$ cat src/rtl/spi_ram_burst.sv
// Word-addressed RAM behind the SPI slave frame decoder.
// Separate write/read pointers, multi-frame address load, burst increment.
module spi_ram_burst #(
    parameter int DATA_W    = 8,
    parameter int ADDR_W    = 8,
    parameter int MEM_DEPTH = 256,
    parameter int AUTO_INC  = 1
) (
    input  logic              clk,
    input  logic              rst_n,
    input  logic [DATA_W+1:0] din,
    input  logic              rx_valid,
    output logic [DATA_W-1:0] dout,
    output logic              tx_valid,
    output logic              err
);

    localparam int IDX_W = (MEM_DEPTH > 1) ? $clog2(MEM_DEPTH) : 1;
    localparam logic [ADDR_W:0] DEPTH = (ADDR_W + 1)'(MEM_DEPTH);
    localparam logic [ADDR_W-1:0] LAST = ADDR_W'(MEM_DEPTH - 1);

    typedef enum logic [1:0] {
        OP_WADDR = 2'b00,
        OP_WDATA = 2'b01,
        OP_RADDR = 2'b10,
        OP_RDATA = 2'b11
    } op_t;

    op_t                      op;
    logic [DATA_W-1:0]        payload;
    logic [ADDR_W-1:0]        wptr;
    logic [ADDR_W-1:0]        rptr;
    logic [ADDR_W+DATA_W-1:0] wshift;
    logic [ADDR_W+DATA_W-1:0] rshift;
    logic                     w_ok;
    logic                     r_ok;
    logic [IDX_W-1:0]         widx;
    logic [IDX_W-1:0]         ridx;
    logic [DATA_W-1:0]        mem [MEM_DEPTH];

    assign op      = op_t'(din[DATA_W+1:DATA_W]);
    assign payload = din[DATA_W-1:0];
    // MSB-first shift-in: older frames move up, the low ADDR_W bits survive
    assign wshift  = {wptr, payload};
    assign rshift  = {rptr, payload};
    assign w_ok    = {1'b0, wptr} < DEPTH;
    assign r_ok    = {1'b0, rptr} < DEPTH;
    assign widx    = wptr[IDX_W-1:0];
    assign ridx    = rptr[IDX_W-1:0];

    function automatic logic [ADDR_W-1:0] advance(
        input logic [ADDR_W-1:0] p,
        input logic              ok
    );
        if (!ok)
            return '0;
        if (AUTO_INC == 0)
            return p;
        return (p == LAST) ? '0 : p + ADDR_W'(1);
    endfunction

    always_ff @(posedge clk) begin
        if (rst_n && rx_valid && op == OP_WDATA && w_ok)
            mem[widx] <= payload;
    end

    always_ff @(posedge clk) begin
        if (!rst_n) begin
            wptr     <= '0;
            rptr     <= '0;
            dout     <= '0;
            tx_valid <= 1'b0;
            err      <= 1'b0;
        end else begin
            tx_valid <= 1'b0;
            err      <= 1'b0;
            if (rx_valid) begin
                unique case (op)
                    OP_WADDR: wptr <= wshift[ADDR_W-1:0];
                    OP_WDATA: begin
                        wptr <= advance(wptr, w_ok);
                        err  <= !w_ok;
                    end
                    OP_RADDR: rptr <= rshift[ADDR_W-1:0];
                    OP_RDATA: begin
                        tx_valid <= 1'b1;
                        err      <= !r_ok;
                        rptr     <= advance(rptr, r_ok);
                        dout     <= r_ok ? mem[ridx] : '0;
                    end
                    default: ;
                endcase
            end
        end
    end

endmodule

$ cat config.mk
export PLATFORM = sky130hd
export DESIGN_NAME = spi_ram_burst
export DESIGN_NICKNAME = d
export VERILOG_FILES = /design/src/rtl/spi_ram_burst.sv
export SDC_FILE = /design/constraint.sdc
export NUM_CORES = 2
export LEC_CHECK = 0
export BUFFER_PORTS_ARGS = -buffer_cell sky130_fd_sc_hd__clkbuf_2
export CAP_MARGIN = 20
export CORE_ASPECT_RATIO = 1.2
export CORE_MARGIN = 2
export CORE_UTILIZATION = 45
export CTS_CLUSTER_SIZE = 14
export DETAILED_ROUTE_END_ITERATION = 10
export PLACE_DENSITY = 0.68
export SLEW_MARGIN = 0
export SYNTH_ARGS = -nofsm -noshare
export SYNTH_HDL_FRONTEND = slang
export SYNTH_SLANG_ARGS = --single-unit
$ cat constraint.sdc
create_clock -name clk -period 7 [get_ports clk]
set_input_delay 0.7 -clock clk [delete_from_list [all_inputs] [get_ports clk]]
set_output_delay 0.7 -clock clk [all_outputs]
set_load 0.01 [all_outputs]
### After elaboration in Yosys (flattened, before gate mapping)

Memory sizes are Yosys's and may differ from the RTL's. A register that Yosys moved wholly into a read port is not among the register bits.
Index checks and enable logic that the tools add are counted.

| word-level totals | value |
|---|---|
| bits in registers | 17 |
| RAM bits | 2048 |
| bits of input ports | 13 |
| bits in read-only memories | 0 |
| bits in latches | 0 |
| memories | 1 |
| output and inout port bits | 10 |

| operators by class | value |
|---|---|
| mux-type cells | 15 |
| equality and inequality tests | 5 |
| magnitude comparators | 0 |
| shifts and indexed selects | 0 |
| reductions and logical operators | 10 |
| add/subtract/negate cells | 2 |
| multipliers | 0 |
| div/mod/pow operators | 0 |
| bitwise gates (word level) | 0 |

Memory list:

| name | depth | width | read ports | clocked after Yosys merged registers in | wr ports | RTL line | RTL |
|---|---|---|---|---|---|---|---|
| mem | 256 | 8 | 1 | 1 | 1 | 39 | `logic [DATA_W-1:0] mem [MEM_DEPTH];` |

Operator list:

| cell | number |
|---|---|
| 8-bit two-way mux | 4 |
| 8-bit case mux with 2 select lines | 2 |
| 8-bit by 1-bit adder with 8-bit output (second input constant) | 2 |
| 8-bit == test (second input constant) | 2 |
| 1-bit two-way mux | 9 |
| 2-bit AND reduction | 4 |
| 2-bit == test (second input constant) | 2 |
| 2-bit nonzero test | 2 |
| 2-bit by 1-bit == test with 1-bit output (second input constant) | 1 |
| 1-bit logical AND | 2 |
| 2-bit logical NOT | 1 |
| 1-bit logical NOT | 1 |

### Longest topological paths before layout

| depth | value |
|---|---|
| word-level depth | 6 |
| gate-level depth with buffers | 12 |

### Least setup slack after synthesis

OpenSTA, ideal clock, no wires.

| timing path | value |
|---|---|
| kind | in2reg |
| start point | input port rx_valid |
| end point | memory mem[115][0], enable pin |
| required time | 6.630 ns |
| path buffers | 3 |
| path slack | 4.066 ns |
| arrival time | 2.563 ns |
| cell stages on the path | 7 |
| cell sequence | nor2b_1 and3_1 clkbuf_1 buf_1 nand3_1 clkbuf_1 nor2_1 |

| between the ends | value |
|---|---|
| word-level cells in the longest chain between the ends | 4 |

Ends and longest elaborated chain:

| what | RTL line | RTL |
|---|---|---|
| from (decl) | 12 | `input logic rx_valid,` |
| 1-bit logical AND (2 in a row) | 63 | `if (rst_n && rx_valid && op == OP_WDATA && w_ok)` |
| 1-bit two-way mux | 63 |  |
| 1-bit two-way mux (not written as such) | 64 | `mem[widx] <= payload;` |
| to (decl) | 39 |  |

No other way between the ends.

==> reports/results.ini <==
[route]
route.detailed.drc = 0
wl_um = 195000
ant_nets = 0
avgViaCountPerCell = 6.12
first_iter_violations = 5006
num_vias = 40500
drt-pass1-iter-count = 5
avgRoutedWirePerCell_um = 29.4

[clock_tree]
cts.path.max_buffers = 3
postCtsSetupBuffers = 0
ctsResizeCount = 0
h-tree-depth = 4
clk_latency_ns = 0.82
cts_tree = yes
cts_root_buffer = clkbuf_16
cts_sinks = 2073
hold_buffers = 0
numCtsBuffers = 186
clk_pin_slew_worst_paths_ns = 0.06

[grt]
track_usage_pct = 21.1
antenna_found_initial = 3
overflow = 0
grt_max_degree = 179
grt_pass1_wl_um = 280000
grt_pass1_vias = 40500

[logic_synthesis]
syn_inst = 4129
synth-seq-cells = 2073
async_flop_share_pct = 0
synth_top_area_share_pct = 76.0
synth_cell_types = 54
synth.most_common_cell = edfxtp_1
synth_nets = 4147
yosys-top-cells-count = edfxtp_1, mux2i_1, mux4_2
synth_ff_type = edfxtp_1
yosysSeqAreaShare_pct = 76.6
syn_avg_cell_area_um2 = 19.6
synth_top_area_cell = edfxtp_1
synth.area.top_cells = edfxtp_1, mux4_2, mux2i_1
synth_area_um2 = 80900
synth_edf_count = 2048
synth_warnings = 0

[sta]
fin_tns_setup_ns = 0
rsz0062_at_grt = no
slew_headroom_pct = 23.9
final.setup.worst_slack_ns = 2.36
hold_viol_final = 0
worst_pin_slew_ns = 1.14
fmax_mhz = 216
period_share_pct = 66.2
slew_violations = 0
worst_clock_skew_ns = 0.0295
fin_crit_ns = 4.64
finalSetupViolations = 0

[pwr]
ir_drop_v = 0.000226
powerDensity_nw_per_um2 = 276
total_power_mw = 24.5
p_leak_nw = 26.5

[critical_path]
cp-end-kind = register
critPathMaxFanout = 49
critPathKind = reg2reg
reg2reg_depth = 9
r2r-end = dout[5]
critPathArrivalTime_ns = 5.40
reg2reg_from = ridx[4]
critPathLaunchType = register
cp.required_ns = 7.77
reg2reg_slack_ns = 2.36

[placement]
io_buffers = 21
dpl_cell_area_um2 = 83300
gpl.final_weighted_congestion = 0.876
dp.final_hpwl_um = 119000
dpl_worst_slack_ns = 2.45

[cells_and_area]
fin_area_um2 = 89000
final_nets = 4165
utilization_pct = 49.8
area_growth_pct = 9.96
drive_gt1_share_pct = 16.3

[floorplan]
fp.coreArea_um2 = 179000
die_w_um = 391
die_y_um = 469
row_count = 170
die_area_um2 = 183000
initial_utilization_pct = 45.3
ioPinCount = 23

[worst_hold_path]
min_delay_path_depth = 1
hold_path_end = mem[172][2]
hold_class = in2reg
min_from = din[2]

[flow_run]
maxCapViolCount = 0

[run_status]
status = finished, final reports clean

report_power, final:
group	total, mW	internal, mW	switching, mW	leakage (nW)
Combinational	1.16	0.404	0.753	5.14
Clock	9.71	5.37	4.34	2.78
Sequential	13.7	13.6	0.0354	18.6
worst max path at each step:
stage | start | endpoint | slack (ns) | cells after the start
2_1_floorplan | rx_valid | mem[115][0] | 4.07 | 7
3_3_place_gp | din[9] | mem[230][0] | 2.47 | 5
3_5_place_dp | ridx[0] | dout[1] | 2.45 | 8
4_1_cts | ridx[0] | dout[1] | 2.44 | 8
5_1_grt | ridx[0] | dout[1] | 2.04 | 8
6_report | ridx[4] | dout[5] | 2.36 | 9
through the flow:
step                      hold WS (ns)  std cells
after floorplan                  0.487       4129
after global placement           0.475       6280
after detailed placement         0.476       6280
after CTS                        0.234       6609
after global routing             0.274       6611
final                            0.296       6613
sequential cells by signal (all words and copies together) (netlist names):
signal    count
mem        2048
tx_valid      1
dout          8
widx          8
ridx          8
worst max-delay path, stage by stage (launching register included):
cell,delay [ns]
dfxtp_4,0.84
buf_4,0.64
and2_1,0.21
buf_4,0.42
nand2_1,0.63
o22ai_1,0.31
a2111oi_0,0.17
nor4_1,0.71
o311a_1,0.41
a221o_1,0.17
routing by layer:
layer	vias to the layer above	part of all wire, %	global-route usage, %
met5	-	0.0062	0
met4	2	4.4	8.75
met3	404	8.0	4.17
met2	1842	49	34.8
met1	21200	38	27.5
li1	17000	-	-
final cells by class:
cell class / count / area (um^2)
Clock inverter: 79 / 633
Timing Repair Buffer: 93 / 842
Tap cell: 2322 / 2910
Multi-Input combinational cell: 1779 / 17500
Sequential cell: 2073 / 62000
Inverter: 14 / 55.1
Fill cell: 14200 / 89700
Antenna cell: 3 / 7.51
Clock buffer: 250 / 5040
cell families (layout without fill, tap and decap cells):
logic type,after synthesis,in the layout,share of synthesized area (%)
multiplexers,709,709,14.2
flip-flops,2073,2073,76.6
other,1,4,0.00463
AND/OR/NAND/NOR,566,566,2.99
buffers and inverters,277,436,1.83
AO/OA/AOI/OAI,497,497,4.30
XOR/XNOR,1,1,0.0108
adder cells (fa/ha/maj),5,5,0.0773
layout by cell type (no fill, tap or decap), types with 9 or more instances in the layout:
| cell | instances |
|---|---|
| dfxtp_1 | 21 |
| clkinv_1 | 34 |
| clkbuf_2 | 13 |
| nand3_1 | 35 |
| nand2_1 | 134 |
| o21ai_0 | 65 |
| buf_12 | 9 |
| nor4_1 | 15 |
| edfxtp_1 | 2048 |
| bufinv_16 | 9 |
| mux2i_1 | 360 |
| mux4_2 | 349 |
| nor2_1 | 296 |
| nor2b_1 | 14 |
| nor3_1 | 16 |
| clkinv_2 | 28 |
| inv_1 | 12 |
| a22o_1 | 14 |
| a221oi_1 | 45 |
| clkbuf_1 | 56 |
| o221ai_1 | 58 |
| a21oi_1 | 76 |
| o22ai_1 | 96 |
| buf_4 | 62 |
| a211oi_1 | 41 |
| a2111oi_0 | 11 |
| a22oi_1 | 40 |
| clkbuf_16 | 192 |
Power figures use the tool's default switching activity.
